$ cat src/rtl/mux_guard.sv
// Column select guard: break-before-make dead time, per-column on-time ceiling,
// row-start strobe and sticky fault reporting for the LED column multiplexer.
module mux_guard #(
  parameter int N_MUX         = 8,
  parameter int DEAD_CYCLES   = 10,
  parameter int MAX_ON_CYCLES = 500
) (
  input  logic                     clk_50,
  input  logic                     rst,
  input  logic                     enable,
  input  logic [N_MUX-1:0]         mux_in,
  input  logic                     fault_clr,
  output logic [N_MUX-1:0]         mux_out,
  output logic                     row_start,
  output logic [$clog2(N_MUX)-1:0] row_idx,
  output logic                     fault_timeout,
  output logic                     fault_illegal
);

  localparam int IW = $clog2(N_MUX);
  localparam int DW = $clog2(DEAD_CYCLES + 1);
  localparam int OW = $clog2(MAX_ON_CYCLES);
  localparam logic [DW-1:0] DEAD_LAST = DW'(DEAD_CYCLES - 1);
  localparam logic [OW-1:0] ON_LAST   = OW'(MAX_ON_CYCLES - 1);

  typedef enum logic [1:0] {S_IDLE, S_DEAD, S_DRIVE, S_TIMEOUT} state_t;

  function automatic logic [IW-1:0] f_index(input logic [N_MUX-1:0] sel);
    f_index = '0;
    for (int i = 0; i < N_MUX; i++) begin
      if (sel[i]) f_index = IW'(i);
    end
  endfunction

  state_t           r_state;
  logic [N_MUX-1:0] r_sel;
  logic [N_MUX-1:0] r_mux_out;
  logic             r_row_start;
  logic [IW-1:0]    r_row_idx;
  logic [DW-1:0]    r_dead_cnt;
  logic [OW-1:0]    r_on_cnt;
  logic             r_fault_to;
  logic             r_fault_ill;

  logic w_zero;
  logic w_multi;
  logic w_same;
  logic w_set_ill;
  logic w_set_to;

  assign w_zero    = (mux_in == '0);
  assign w_multi   = ((mux_in & (mux_in - N_MUX'(1))) != '0);
  assign w_same    = (mux_in == r_sel);
  assign w_set_ill = enable & w_multi;
  assign w_set_to  = enable & ~w_multi & (r_state == S_DRIVE) & w_same & (r_on_cnt == ON_LAST);

  always_ff @(posedge clk_50 or posedge rst) begin
    if (rst) begin
      r_state     <= S_IDLE;
      r_sel       <= '0;
      r_mux_out   <= '0;
      r_row_start <= 1'b0;
      r_row_idx   <= '0;
      r_dead_cnt  <= '0;
      r_on_cnt    <= '0;
    end else begin
      r_row_start <= 1'b0;
      if (!enable || w_multi) begin
        r_state   <= S_IDLE;
        r_mux_out <= '0;
      end else begin
        case (r_state)
          S_IDLE, S_TIMEOUT: begin
            r_mux_out <= '0;
            if (r_state == S_TIMEOUT && w_same) begin
              r_state <= S_TIMEOUT;
            end else if (w_zero) begin
              r_state <= S_IDLE;
            end else begin
              r_sel      <= mux_in;
              r_row_idx  <= f_index(mux_in);
              r_dead_cnt <= '0;
              r_state    <= S_DEAD;
            end
          end
          S_DEAD: begin
            r_mux_out <= '0;
            if (w_zero) begin
              r_state <= S_IDLE;
            end else if (!w_same) begin
              r_sel      <= mux_in;
              r_row_idx  <= f_index(mux_in);
              r_dead_cnt <= '0;
            end else if (r_dead_cnt == DEAD_LAST) begin
              r_state     <= S_DRIVE;
              r_mux_out   <= r_sel;
              r_row_start <= 1'b1;
              r_on_cnt    <= '0;
            end else begin
              r_dead_cnt <= r_dead_cnt + DW'(1);
            end
          end
          S_DRIVE: begin
            if (w_zero) begin
              r_state   <= S_IDLE;
              r_mux_out <= '0;
            end else if (!w_same) begin
              // A new column always goes through dead time; never line-to-line.
              r_sel      <= mux_in;
              r_row_idx  <= f_index(mux_in);
              r_dead_cnt <= '0;
              r_state    <= S_DEAD;
              r_mux_out  <= '0;
            end else if (r_on_cnt == ON_LAST) begin
              r_state   <= S_TIMEOUT;
              r_mux_out <= '0;
            end else begin
              r_on_cnt <= r_on_cnt + OW'(1);
            end
          end
          default: begin
            r_state   <= S_IDLE;
            r_mux_out <= '0;
          end
        endcase
      end
    end
  end

  // A set event in the same cycle as fault_clr keeps the flag high.
  always_ff @(posedge clk_50 or posedge rst) begin
    if (rst) begin
      r_fault_to  <= 1'b0;
      r_fault_ill <= 1'b0;
    end else begin
      r_fault_to  <= w_set_to  | (r_fault_to  & ~fault_clr);
      r_fault_ill <= w_set_ill | (r_fault_ill & ~fault_clr);
    end
  end

  assign mux_out       = r_mux_out;
  assign row_start     = r_row_start;
  assign row_idx       = r_row_idx;
  assign fault_timeout = r_fault_to;
  assign fault_illegal = r_fault_ill;

endmodule

$ cat config.mk
export PLATFORM = sky130hd
export DESIGN_NAME = mux_guard
export DESIGN_NICKNAME = d
export VERILOG_FILES = /design/src/rtl/mux_guard.sv
export SDC_FILE = /design/constraint.sdc
export NUM_CORES = 1
export LEC_CHECK = 0
export CAP_MARGIN = 20
export CORE_MARGIN = 8
export CORE_UTILIZATION = 50
export CTS_BUF_LIST = sky130_fd_sc_hd__clkbuf_4 sky130_fd_sc_hd__clkbuf_8
export DETAILED_ROUTE_END_ITERATION = 10
export MAX_ROUTING_LAYER = met4
export PLACE_DENSITY_LB_ADDON = 0.3
export SYNTH_ARGS = -nofsm -noshare
export SYNTH_HDL_FRONTEND = slang
export SYNTH_SLANG_ARGS = --single-unit
$ cat constraint.sdc
create_clock -name clk_50 -period 2.9 [get_ports clk_50]
set_clock_uncertainty 0.15 [all_clocks]
set_input_delay 0.29 -clock clk_50 [delete_from_list [all_inputs] [get_ports clk_50]]
set_output_delay 0.29 -clock clk_50 [all_outputs]
set_load 0.02 [all_outputs]
==> run_results.csv <==
group,metric,value,unit
sta,hold_viol,0,
layout,multiInputGateArea,1070,um^2
layout,num_antenna_cells,0,
power_and_ir_drop,peakVddDrop,0.000340,V
critical_path,regToRegSetupSlack,590,ps
sta,fmax,0.368,GHz
synth,yosys_warnings,0,
clock_tree,cts_made_buffers,5,
synth,synth_nets,218,
synth,synth_area_leaders,"dfrtp_1, mux2_2, ha_1",
synth,synth_seq_cells,37,
grt,grt.met1_usage,0.201,
critical_path,crit_end,"r_dead_cnt[3]$_DFFE_PP0P_",
synth,synthCells,200,
critical_path,cp_max_fo,3,
critical_path,crit_buf_inv,2,
clock_tree,clock_path_buffers,2,
routing,drc_errors,0,
grt,grt_max_degree,38,
sta,period_share,0.937,
sta,fin_crit,2720,ps
grt,use_met2,0.253,
critical_path,worstPathRequired,2950,ps
routing,viasPerCell,5.73,
synth,async_reset_ff_frac,1.00,
grt,antenna_found_initial,0,
power_and_ir_drop,powerDensity,469,nW/um^2
hold_path,hold_path.class,"input port to asynchronous set/reset pin",
layout,area_delta_synth_final,28.2,%
synth,synth_top_area_share,0.439,
grt,use_met3,0.0486,
routing,num_vias,1742,
routing,antenna_left,0,
grt,grt_pass1_wl,8330,um
routing,drt-total-wl,4930,um
synth,netlist_area,2110,um^2
job,cap_violations,0,
grt,gr-usage-all-layers,0.164,
clock_tree,ctsRootBufferMaster,"clkbuf_8",
clock_tree,clkLatencyLatePin,300,ps
placed_design,io_buffers,25,
critical_path,critical_path_arrival,2770,ps
sta,worst_pin_slew,741,ps
synth,synth_top_area_cell,"dfrtp_1",
critical_path,cp.depth,8,
clock_tree,cts_tree,"yes",
layout,drive_gt1_frac,0.224,
die,pin_count,26,
layout,utilization,0.671,
routing,detail_route.iter0.violations,82,
clock_tree,clkTransAtPathRegs,80,ps
critical_path,r2r-end,"r_on_cnt[4]$_DFFE_PP0P_",
critical_path,crit_start,"mux_in[3]",
layout,final_cell_mix,"dfrtp_1, buf_4, clkdlybuf4s50_1, nand2_1, inv_1",
critical_path,reg2reg_from,"r_state[0]$_DFFE_PP0P_",
sta,slew_violations,0,
layout,design_area,2700,um^2
die,start_util,0.523,
sta,setup_violations,0,
die,dieArea,6550,um^2
critical_path,slowest_stage,"or4_4",
synth,synth_edf_count,0,
critical_path,r2r_cells,8,
critical_path,max_stage_delay,610,ps
grt,busiest_layer,"met2",
layout,fillCellCount,329,
synth,ys_types,52,
critical_path,path_class,"input port to flop",
die,die_h,80.9,um
synth,synth-main-ff-cell,"dfrtp_1",
critical_path,worstSetupStartpointType,"input port",
grt,grt_overflow_total,0,
placed_design,placed_area,2580,um^2
routing,firstDrtPassIters,4,
critical_path,cp-end-kind,"flop",
clock_tree,cts_sinks,37,
critical_path,critPathTopFamily,"compound AO/OA/AOI/OAI gates",
clock_tree,cts_htree_levels,2,
placed_design,gp_congestion,0.847,
sta,rsz0062_at_grt,"false",
layout,final_nets,271,
layout,final_common_cell,"dfrtp_1",
synth,avgSynthCellArea,10.5,um^2
die,core_area,4030,um^2
routing,wl_per_cell,16.2,um
critical_path,crit_chain,"clkdlybuf4s50_1 > or4_4 > a2111oi_4 > buf_4 > o311ai_2 > a211o_1 > or2_1 > o31ai_2",
die,num_rows,23,
status,status,"complete, no violations",
power_and_ir_drop,p_leak,0.00116,uW
die,die_w,80.9,um
layout,seq_area,926,um^2
synth,seq_area_frac_synth,0.439,
sta,setup_tns,0,ps
placed_design,dpl.hpwl,3570,um
grt,grt_pass1_vias,1774,
sta,slew_headroom,0.502,
==> sequential cells by signal, indices dropped and copies added (netlist names) <==
register / flops
r_dead_cnt: 4
mux_out: 8
r_on_cnt: 9
row_start: 1
fault_illegal: 1
row_idx: 3
r_sel: 8
fault_timeout: 1
r_state: 2
==> final cells by class <==
| class | instances | share of cell area |
|---|---|---|
| clock inverters | 2 | 0.0139 |
| multi-input cells | 144 | 0.397 |
| flip-flops and latches | 37 | 0.342 |
| well taps | 50 | 0.0231 |
| clock buffers | 6 | 0.0305 |
| inverters | 11 | 0.0153 |
| repair buffers | 54 | 0.178 |
==> per-stage QoR <==
step	std cells	total power [uW]	hold WS [ps]	setup WS [ps]
6_report	304	1270	251	184
5_1_grt	304	1320	313	32.6
4_1_cts	304	1280	266	172
3_5_place_dp	296	805	334	-152
3_3_place_gp	296	798	322	-69.9
2_1_floorplan	200	713	236	344
==> per-layer routing <==
layer,vias up,part of all wire
met5,-,0
met4,0,0.012
met3,6,0.049
met2,50,0.47
met1,846,0.47
li1,840,-
==> power breakdown <==
group	switching (uW)	internal [uW]	total, uW
Clock	194	280	474
Combinational	96.4	108	205
Sequential	34.2	557	591
==> worst min path at each step <==
stage / endpoint / slack, ps / cells past startpoint
6_report: r_on_cnt[6]$_DFFE_PP0P_ / 250 / 3
5_1_grt: r_on_cnt[5]$_DFFE_PP0P_ / 310 / 3
4_1_cts: r_on_cnt[6]$_DFFE_PP0P_ / 270 / 3
3_5_place_dp: r_dead_cnt[3]$_DFFE_PP0P_ / 330 / 1
3_3_place_gp: r_dead_cnt[3]$_DFFE_PP0P_ / 320 / 1
2_1_floorplan: fault_timeout$_DFF_PP0_ / 240 / 1
==> synth_stat cells, drive strengths merged (2+ instances only) <==
library cell  count
dfrtp            37
nand2            18
inv              11
nor2             10
o21ai            10
a21oi             9
mux2              9
a22o              8
xnor2             8
nand3             7
ha                6
buf               5
nand2b            5
nand4             5
nor4              5
o31ai             5
o311ai            4
and3              3
clkbuf            3
o2bb2ai           3
a2111oi           2
a21o              2
nor3              2
o211ai            2
o21bai            2
o22ai             2
or3               2
or4               2
==> worst reg2reg max path, cell delays in order (launching register included) <==
cell and delay (ps):
dfrtp_1 400, inv_1 90, ha_1 300, inv_1 180, mux2_2 290, a21oi_1 170
and4bb_4 330, nand2_4 70, o31ai_1 240
==> cells by family after synthesis <==
kind of cell	synth area share
AO/OA/AOI/OAI	0.207
XOR/XNOR	0.0332
adder cells (fa/ha/maj)	0.0404
buffers and inverters	0.0540
flip-flops	0.439
multiplexers	0.0481
AND/OR/NAND/NOR	0.179
==> repair_timing <==
action | 4_1_cts | 5_1_grt
setup endpoints to repair | 0 | 1
resized for setup | 0 | 1
hold buffers | 0 | 0
buffers inserted | 0 | 0
Note: power is estimated with default switching activity, not from simulation.
==> RTL edit 1, RTL diff (config.mk and constraints unchanged) <==
Set the parameter `MAX_ON_CYCLES` to 1000 (it was 500).
--- a/src/rtl/mux_guard.sv
+++ b/src/rtl/mux_guard.sv
@@ -3,7 +3,7 @@
 module mux_guard #(
   parameter int N_MUX         = 8,
   parameter int DEAD_CYCLES   = 10,
-  parameter int MAX_ON_CYCLES = 500
+  parameter int MAX_ON_CYCLES = 1000
 ) (
   input  logic                     clk_50,
   input  logic                     rst,
Behaviour: no difference found for any inputs over 10 cycles, from zero or initial values and one cycle with rst high; that may be too few to reach the edited logic, so the function may still have changed.
==> RTL edit 1 against the original RTL <==
Cell area is 2.6% higher; first-iteration DRC count rose by 66%; setup slack worse by 63 ps; wire length is 0.28% higher; sequential cell count increased by 1; total power fell by 5.4%; synthesized area up 2.9%.
==> RTL edit 1: results (changes against the original RTL) <==
* global-route usage over all layers: 16.93%, +0.51 points
* net switching power: 325.9 uW, +0.42%
* adder-cell share of the synthesized area: 3.460%, -0.58 points
* number of H-tree levels: 2, unchanged
* crit-path max cell delay: 500 ps, -110 ps
* half-perimeter wire length after placement: 3.699 mm, +3.6%
* kind of cell adding the most delay to the critical path: compound AO/OA/AOI/OAI gates
* Crit Path Max Fanout: 4, +1
* net count of the finished layout: 286, +5.5%
* number of buffers on the longest clock path: 2, unchanged
* placed cells: 313, +5.7%
* clock root buffer: sky130_fd_sc_hd__clkbuf_8
* result of the run: finished, final reports clean
* largest net degree at the start of global routing: 39, +2.6%
* wire length of the first global-routing pass: 8.645 mm, +3.8%
* Leakage: 1.216 nW, +4.7%
* first-pass iteration count of the detailed router: 4, unchanged
* register area share after synthesis: 43.83%, -0.088 points
* Post-Place Worst Slack: -215.5 ps, -63.60 ps
* cell area reported after detailed placement: 2671 sq um, +3.6%
* WL final: 4.942 mm, +0.28%
* Antenna diodes: 0, unchanged
* highest-delay cell along the critical path: sky130_fd_sc_hd__or4_4
* Async SR Flop Fraction: 100.0%, unchanged
* worst reg2reg path depth: 7, -1
* clock input transition at the sequential cells of the worst setup and hold paths: 80 ps, about the same
* final-layout fill cell count: 346, +5.2%
* fraction of layout cells with a size suffix above 1: 23.05%, +0.61 points
* number of CTS-inserted buffers: 5, unchanged
* Worst-Skew Late Latency: 300 ps, about the same
* flip-flop count of the largest register after layout: 10, +1
* post-synthesis mux area share: 7.151%, +2.3 points
* arrival time of data at the critical path endpoint: 2850 ps, +80 ps
* net count after synthesis: 235, +7.8%
* via count of the first global-routing pass: 1826, +2.9%
* type of the worst min-delay path: primary input to asynchronous set/reset pin
* register with the most flip-flops: r_on_cnt
* compound-cell area share of the yosys netlist: 20.24%, -0.41 points
* via count of the routed design: 1878, +7.8%
* number of synthesis warnings: 0, unchanged
* maximum VDD drop: 0.0002925 V, -14%
* first-iteration detailed-routing DRC count: 136, +66%
* weighted congestion reported at the end of routability-driven placement: 0.8638, +2.0%
* Post-Syn Instances: 217, +8.5%
* Least-Margin Pin Slew: 555.5 ps, -185.9 ps
* top post-synthesis cells by count: sky130_fd_sc_hd__dfrtp_1, sky130_fd_sc_hd__o21ai_0, sky130_fd_sc_hd__nor2_1
* Port Buffers: 25, unchanged
* XOR/XNOR share of the synthesized area: 3.230%, -0.094 points
* number of antenna violations at the first check in global routing: 0, unchanged
* per-cell routed wire length: 15.40 microns, -5.0%
* post-synthesis cell type count: 47, -9.6%
* cell types occupying the most area after synthesis: sky130_fd_sc_hd__dfrtp_1, sky130_fd_sc_hd__mux2_2, sky130_fd_sc_hd__ha_1, sky130_fd_sc_hd__o21ai_0, sky130_fd_sc_hd__a22o_1
[RTL edit 1: cell types whose count changed after synthesis, moves of 4 or more]
| cell | delta |
|---|---|
| sky130_fd_sc_hd__nand2_1 | -6 |
| sky130_fd_sc_hd__xnor2_1 | -8 |
| sky130_fd_sc_hd__nand4_1 | -5 |
| sky130_fd_sc_hd__nor3_1 | +6 |
| sky130_fd_sc_hd__nand3_1 | +5 |
| sky130_fd_sc_hd__or3_1 | +5 |
| sky130_fd_sc_hd__a21oi_1 | -4 |
| sky130_fd_sc_hd__nor2_1 | +4 |
| sky130_fd_sc_hd__clkbuf_1 | +8 |
| sky130_fd_sc_hd__o21ai_0 | +5 |
| sky130_fd_sc_hd__xor2_1 | +8 |
[RTL edit 1: cells by family after synthesis]
| logic type | after synthesis |
|---|---|
| xor gates and xnor gates | 8 |
| DFF | 38 |
| buffers and inverters | 22 |
| and+or+nand+nor | 70 |
| adders and majority gates | 6 |
| AOI/OAI and AO/OA | 59 |
| muxes | 14 |
[RTL edit 1: final cells by class]
class / count / area, sq um / share of cell area [%]
Timing Repair Buffer: 55 / 488.0 / 17.58
Clock inverter: 2 / 12.51 / 0.4509
Tap cell: 52 / 65.06 / 2.344
Clock buffer: 6 / 82.58 / 2.976
Multi-Input combinational cell: 157 / 1135 / 40.89
Inverter: 11 / 41.29 / 1.488
Sequential cell: 38 / 950.9 / 34.27
[RTL edit 1: timing repair]
| item | in CTS | in global routing |
|---|---|---|
| resized for setup | 0 | 2 |
| buffers inserted | 0 | 0 |
| setup endpoints to repair | 0 | 9 |
[RTL edit 1: worst paths after layout]
kind	from	to	slack (ps)
min	rst	r_on_cnt[1]	270
max in group asynchronous	rst	fault_timeout	1990
max reg2reg	r_dead_cnt[1]	r_on_cnt[7]	470
min reg2reg	r_on_cnt[8]	r_on_cnt[8]	350
max	mux_in[0]	r_dead_cnt[3]	120
min in group clk_50	r_on_cnt[8]	r_on_cnt[8]	350
[RTL edit 1: layer usage]
metal	GRT usage (%)	vias to the layer above	share of wire (%)
li1	-	907	-
met1	21.23	919	44
met2	26.68	42	50
met3	2.954	10	3.4
met4	6.316	0	1.8
met5	-	-	0
[RTL edit 1: worst min-delay path, stage by stage]
cell and delay, ps:
sky130_fd_sc_hd__clkdlybuf4s50_1 400, sky130_fd_sc_hd__inv_1 60, sky130_fd_sc_hd__buf_4 410
[RTL edit 1: power by group through the flow]
stage	clock [mW]	sequential [mW]	combinational, mW
5_1_grt	0.421	0.610	0.222
2_1_floorplan	0	0.625	0.0984
3_5_place_dp	0	0.616	0.206
3_3_place_gp	0	0.612	0.199
6_report	0.393	0.604	0.204
4_1_cts	0.395	0.605	0.206
==> RTL edit 2, RTL diff (same settings) <==
Made on the original files. Register the inputs `enable`, `mux_in` and `fault_clr` before use, without a reset. The logic sees them one clock later. Comments in the files are not updated.
--- a/src/rtl/mux_guard.sv
+++ b/src/rtl/mux_guard.sv
@@ -25,6 +25,16 @@
 
   typedef enum logic [1:0] {S_IDLE, S_DEAD, S_DRIVE, S_TIMEOUT} state_t;
 
+  logic enable_q;
+  logic [N_MUX-1:0] mux_q;
+  logic fault_clr_q;
+
+  always_ff @(posedge clk_50) begin
+    enable_q    <= enable;
+    mux_q       <= mux_in;
+    fault_clr_q <= fault_clr;
+  end
+
   function automatic logic [IW-1:0] f_index(input logic [N_MUX-1:0] sel);
     f_index = '0;
     for (int i = 0; i < N_MUX; i++) begin
@@ -48,11 +58,11 @@
   logic w_set_ill;
   logic w_set_to;
 
-  assign w_zero    = (mux_in == '0);
-  assign w_multi   = ((mux_in & (mux_in - N_MUX'(1))) != '0);
-  assign w_same    = (mux_in == r_sel);
-  assign w_set_ill = enable & w_multi;
-  assign w_set_to  = enable & ~w_multi & (r_state == S_DRIVE) & w_same & (r_on_cnt == ON_LAST);
+  assign w_zero    = (mux_q == '0);
+  assign w_multi   = ((mux_q & (mux_q - N_MUX'(1))) != '0);
+  assign w_same    = (mux_q == r_sel);
+  assign w_set_ill = enable_q & w_multi;
+  assign w_set_to  = enable_q & ~w_multi & (r_state == S_DRIVE) & w_same & (r_on_cnt == ON_LAST);
 
   always_ff @(posedge clk_50 or posedge rst) begin
     if (rst) begin
@@ -65,7 +75,7 @@
       r_on_cnt    <= '0;
     end else begin
       r_row_start <= 1'b0;
-      if (!enable || w_multi) begin
+      if (!enable_q || w_multi) begin
         r_state   <= S_IDLE;
         r_mux_out <= '0;
       end else begin
@@ -77,8 +87,8 @@
             end else if (w_zero) begin
               r_state <= S_IDLE;
             end else begin
-              r_sel      <= mux_in;
-              r_row_idx  <= f_index(mux_in);
+              r_sel      <= mux_q;
+              r_row_idx  <= f_index(mux_q);
               r_dead_cnt <= '0;
               r_state    <= S_DEAD;
             end
@@ -88,8 +98,8 @@
             if (w_zero) begin
               r_state <= S_IDLE;
             end else if (!w_same) begin
-              r_sel      <= mux_in;
-              r_row_idx  <= f_index(mux_in);
+              r_sel      <= mux_q;
+              r_row_idx  <= f_index(mux_q);
               r_dead_cnt <= '0;
             end else if (r_dead_cnt == DEAD_LAST) begin
               r_state     <= S_DRIVE;
@@ -106,8 +116,8 @@
               r_mux_out <= '0;
             end else if (!w_same) begin
               // A new column always goes through dead time; never line-to-line.
-              r_sel      <= mux_in;
-              r_row_idx  <= f_index(mux_in);
+              r_sel      <= mux_q;
+              r_row_idx  <= f_index(mux_q);
               r_dead_cnt <= '0;
               r_state    <= S_DEAD;
               r_mux_out  <= '0;
@@ -133,8 +143,8 @@
       r_fault_to  <= 1'b0;
       r_fault_ill <= 1'b0;
     end else begin
-      r_fault_to  <= w_set_to  | (r_fault_to  & ~fault_clr);
-      r_fault_ill <= w_set_ill | (r_fault_ill & ~fault_clr);
+      r_fault_to  <= w_set_to  | (r_fault_to  & ~fault_clr_q);
+      r_fault_ill <= w_set_ill | (r_fault_ill & ~fault_clr_q);
     end
   end
 
Function: changed (Yosys sat finds a counterexample within 4 cycles, from zero or initial values and one cycle with rst high).
==> RTL edit 2 against the original RTL <==
Wire length rose by 2.2%; synthesized area rose by 13%; critical path depth fell by 2; setup slack improved by 43 ps; sequential cell count rose by 10; cell area rose by 4.0%; total power rose by 6.4%; maximum frequency rose by 1.6%.
==> RTL edit 2: results (changes against the original RTL) <==
* result of the run: finished, final reports clean
* half-perimeter wire length after placement: 3.634 mm, +1.8%
* weighted congestion reported at the end of routability-driven placement: 0.8537, +0.85%
* Leakage: 1.121 nW, -3.4%
* Antenna diodes: 0, unchanged
* worst slew margin relative to its limit: 69.33%, +19 points
* Worst-Skew Late Latency: 300 ps, about the same
* net count of the finished layout: 284, +4.8%
* number of cells upsized or downsized after cts: 0, unchanged
* global-route usage over all layers: 15.19%, -1.2 points
* cell area reported after detailed placement: 2724 sq um, +5.6%
* top post-synthesis cells by count: sky130_fd_sc_hd__dfrtp_1, sky130_fd_sc_hd__nand2_1, sky130_fd_sc_hd__nand3_1
* wire length of the first global-routing pass: 8.749 mm, +5.1%
* flip-flop count of the largest register after layout: 9, unchanged
* compound-cell area share of the yosys netlist: 15.83%, -4.8 points
* timing-limited maximum frequency: 374.0 MHz, +1.6%
* average vias per placed instance: 5.947, +3.8%
* XOR/XNOR share of the synthesized area: 3.312%, -0.011 points
* Crit Path Max Fanout: 8, +5
* maximum VDD drop: 0.0003350 V, -1.4%
* net count after synthesis: 253, +16%
* arrival time of data at the critical path endpoint: 2760 ps, about the same
* worst reg2reg path depth: 6, -2
* number of CTS-inserted buffers: 5, unchanged
* per-cell routed wire length: 15.69 microns, -3.2%
* first-iteration detailed-routing DRC count: 135, +65%
* post-synthesis mux area share: 6.572%, +1.8 points
* final hold slack: 266.2 ps, +15.48 ps
* clock root buffer: sky130_fd_sc_hd__clkbuf_8
* largest net degree at the start of global routing: 38, unchanged
* area share of the largest cell type after synthesis: 38.91%, -5.0 points
* R2R Setup Slk: 230 ps, -360 ps
* first-pass iteration count of the detailed router: 4, unchanged
* number of buffers on the longest clock path: 2, unchanged
* number of H-tree levels: 2, unchanged
* register area share after synthesis: 47.32%, +3.4 points
* fraction of layout cells with a size suffix above 1: 14.61%, -7.8 points
* adder-cell share of the synthesized area: 3.575%, -0.46 points
* cell types occupying the most area after synthesis: sky130_fd_sc_hd__dfrtp_1, sky130_fd_sc_hd__dfxtp_1, sky130_fd_sc_hd__mux2_2, sky130_fd_sc_hd__nand3_1, sky130_fd_sc_hd__a32o_1
* post-synthesis cell type count: 45, -13%
* Port Buffers: 25, unchanged
* via count of the first global-routing pass: 1884, +6.2%
* Async SR Flop Fraction: 78.72%, -21 points
* number of synthesis warnings: 0, unchanged
* Post-Place Worst Slack: 236.8 ps, +388.7 ps
-- RTL edit 2: critical path: stages, from the launching register on --
cell	delay, ps
sky130_fd_sc_hd__dfxtp_1	380
sky130_fd_sc_hd__or4_4	600
sky130_fd_sc_hd__or3_1	380
sky130_fd_sc_hd__a31o_1	280
sky130_fd_sc_hd__o21bai_4	220
sky130_fd_sc_hd__or4_1	520
sky130_fd_sc_hd__nand3_1	90
-- RTL edit 2: worst paths after layout --
path                            endpoint         from
max                        r_dead_cnt[3]     mux_q[2]
min                             r_sel[1]          rst
max reg2reg                r_dead_cnt[3]     mux_q[2]
min reg2reg                fault_timeout  fault_clr_q
max in group asynchronous       r_sel[4]          rst
min in group clk_50             enable_q       enable
-- RTL edit 2: layout make-up --
cell class / count / area, sq um
fill: 404 / 1848
timing repair buffer: 36 / 332.8
clock buffer: 6 / 76.32
clock inverter: 2 / 12.51
inverter: 11 / 41.29
multi-input combinational: 165 / 1156
tap: 54 / 67.56
sequential: 47 / 1126
-- RTL edit 2: cells by family after synthesis --
logic type | count (synthesis)
XOR/XNOR | 9
adder cells (fa/ha/maj) | 7
multiplexers | 14
flip-flops | 47
AND/OR/NAND/NOR | 85
buffers and inverters | 23
AO/OA/AOI/OAI | 50
-- RTL edit 2: power breakdown --
group	leakage (nW)	switching [mW]	internal (mW)
sequential	0.579	0.0518	0.707
clock	0.0446	0.213	0.178
combinational	0.497	0.0894	0.112
-- RTL edit 2: metal layers --
metal	up-vias	track usage, %	part of all wire, %
met5	-	-	0
met4	0	6.149	0.97
met3	4	2.799	3.2
met2	35	24.22	49
met1	939	18.53	47
li1	931	-	-
-- RTL edit 2: through the flow --
stage,total power [mW],instances
6_report,1.350,321
5_1_grt,1.421,321
3_3_place_gp,0.9696,313
4_1_cts,1.366,321
3_5_place_dp,0.9758,313
2_1_floorplan,0.8930,235
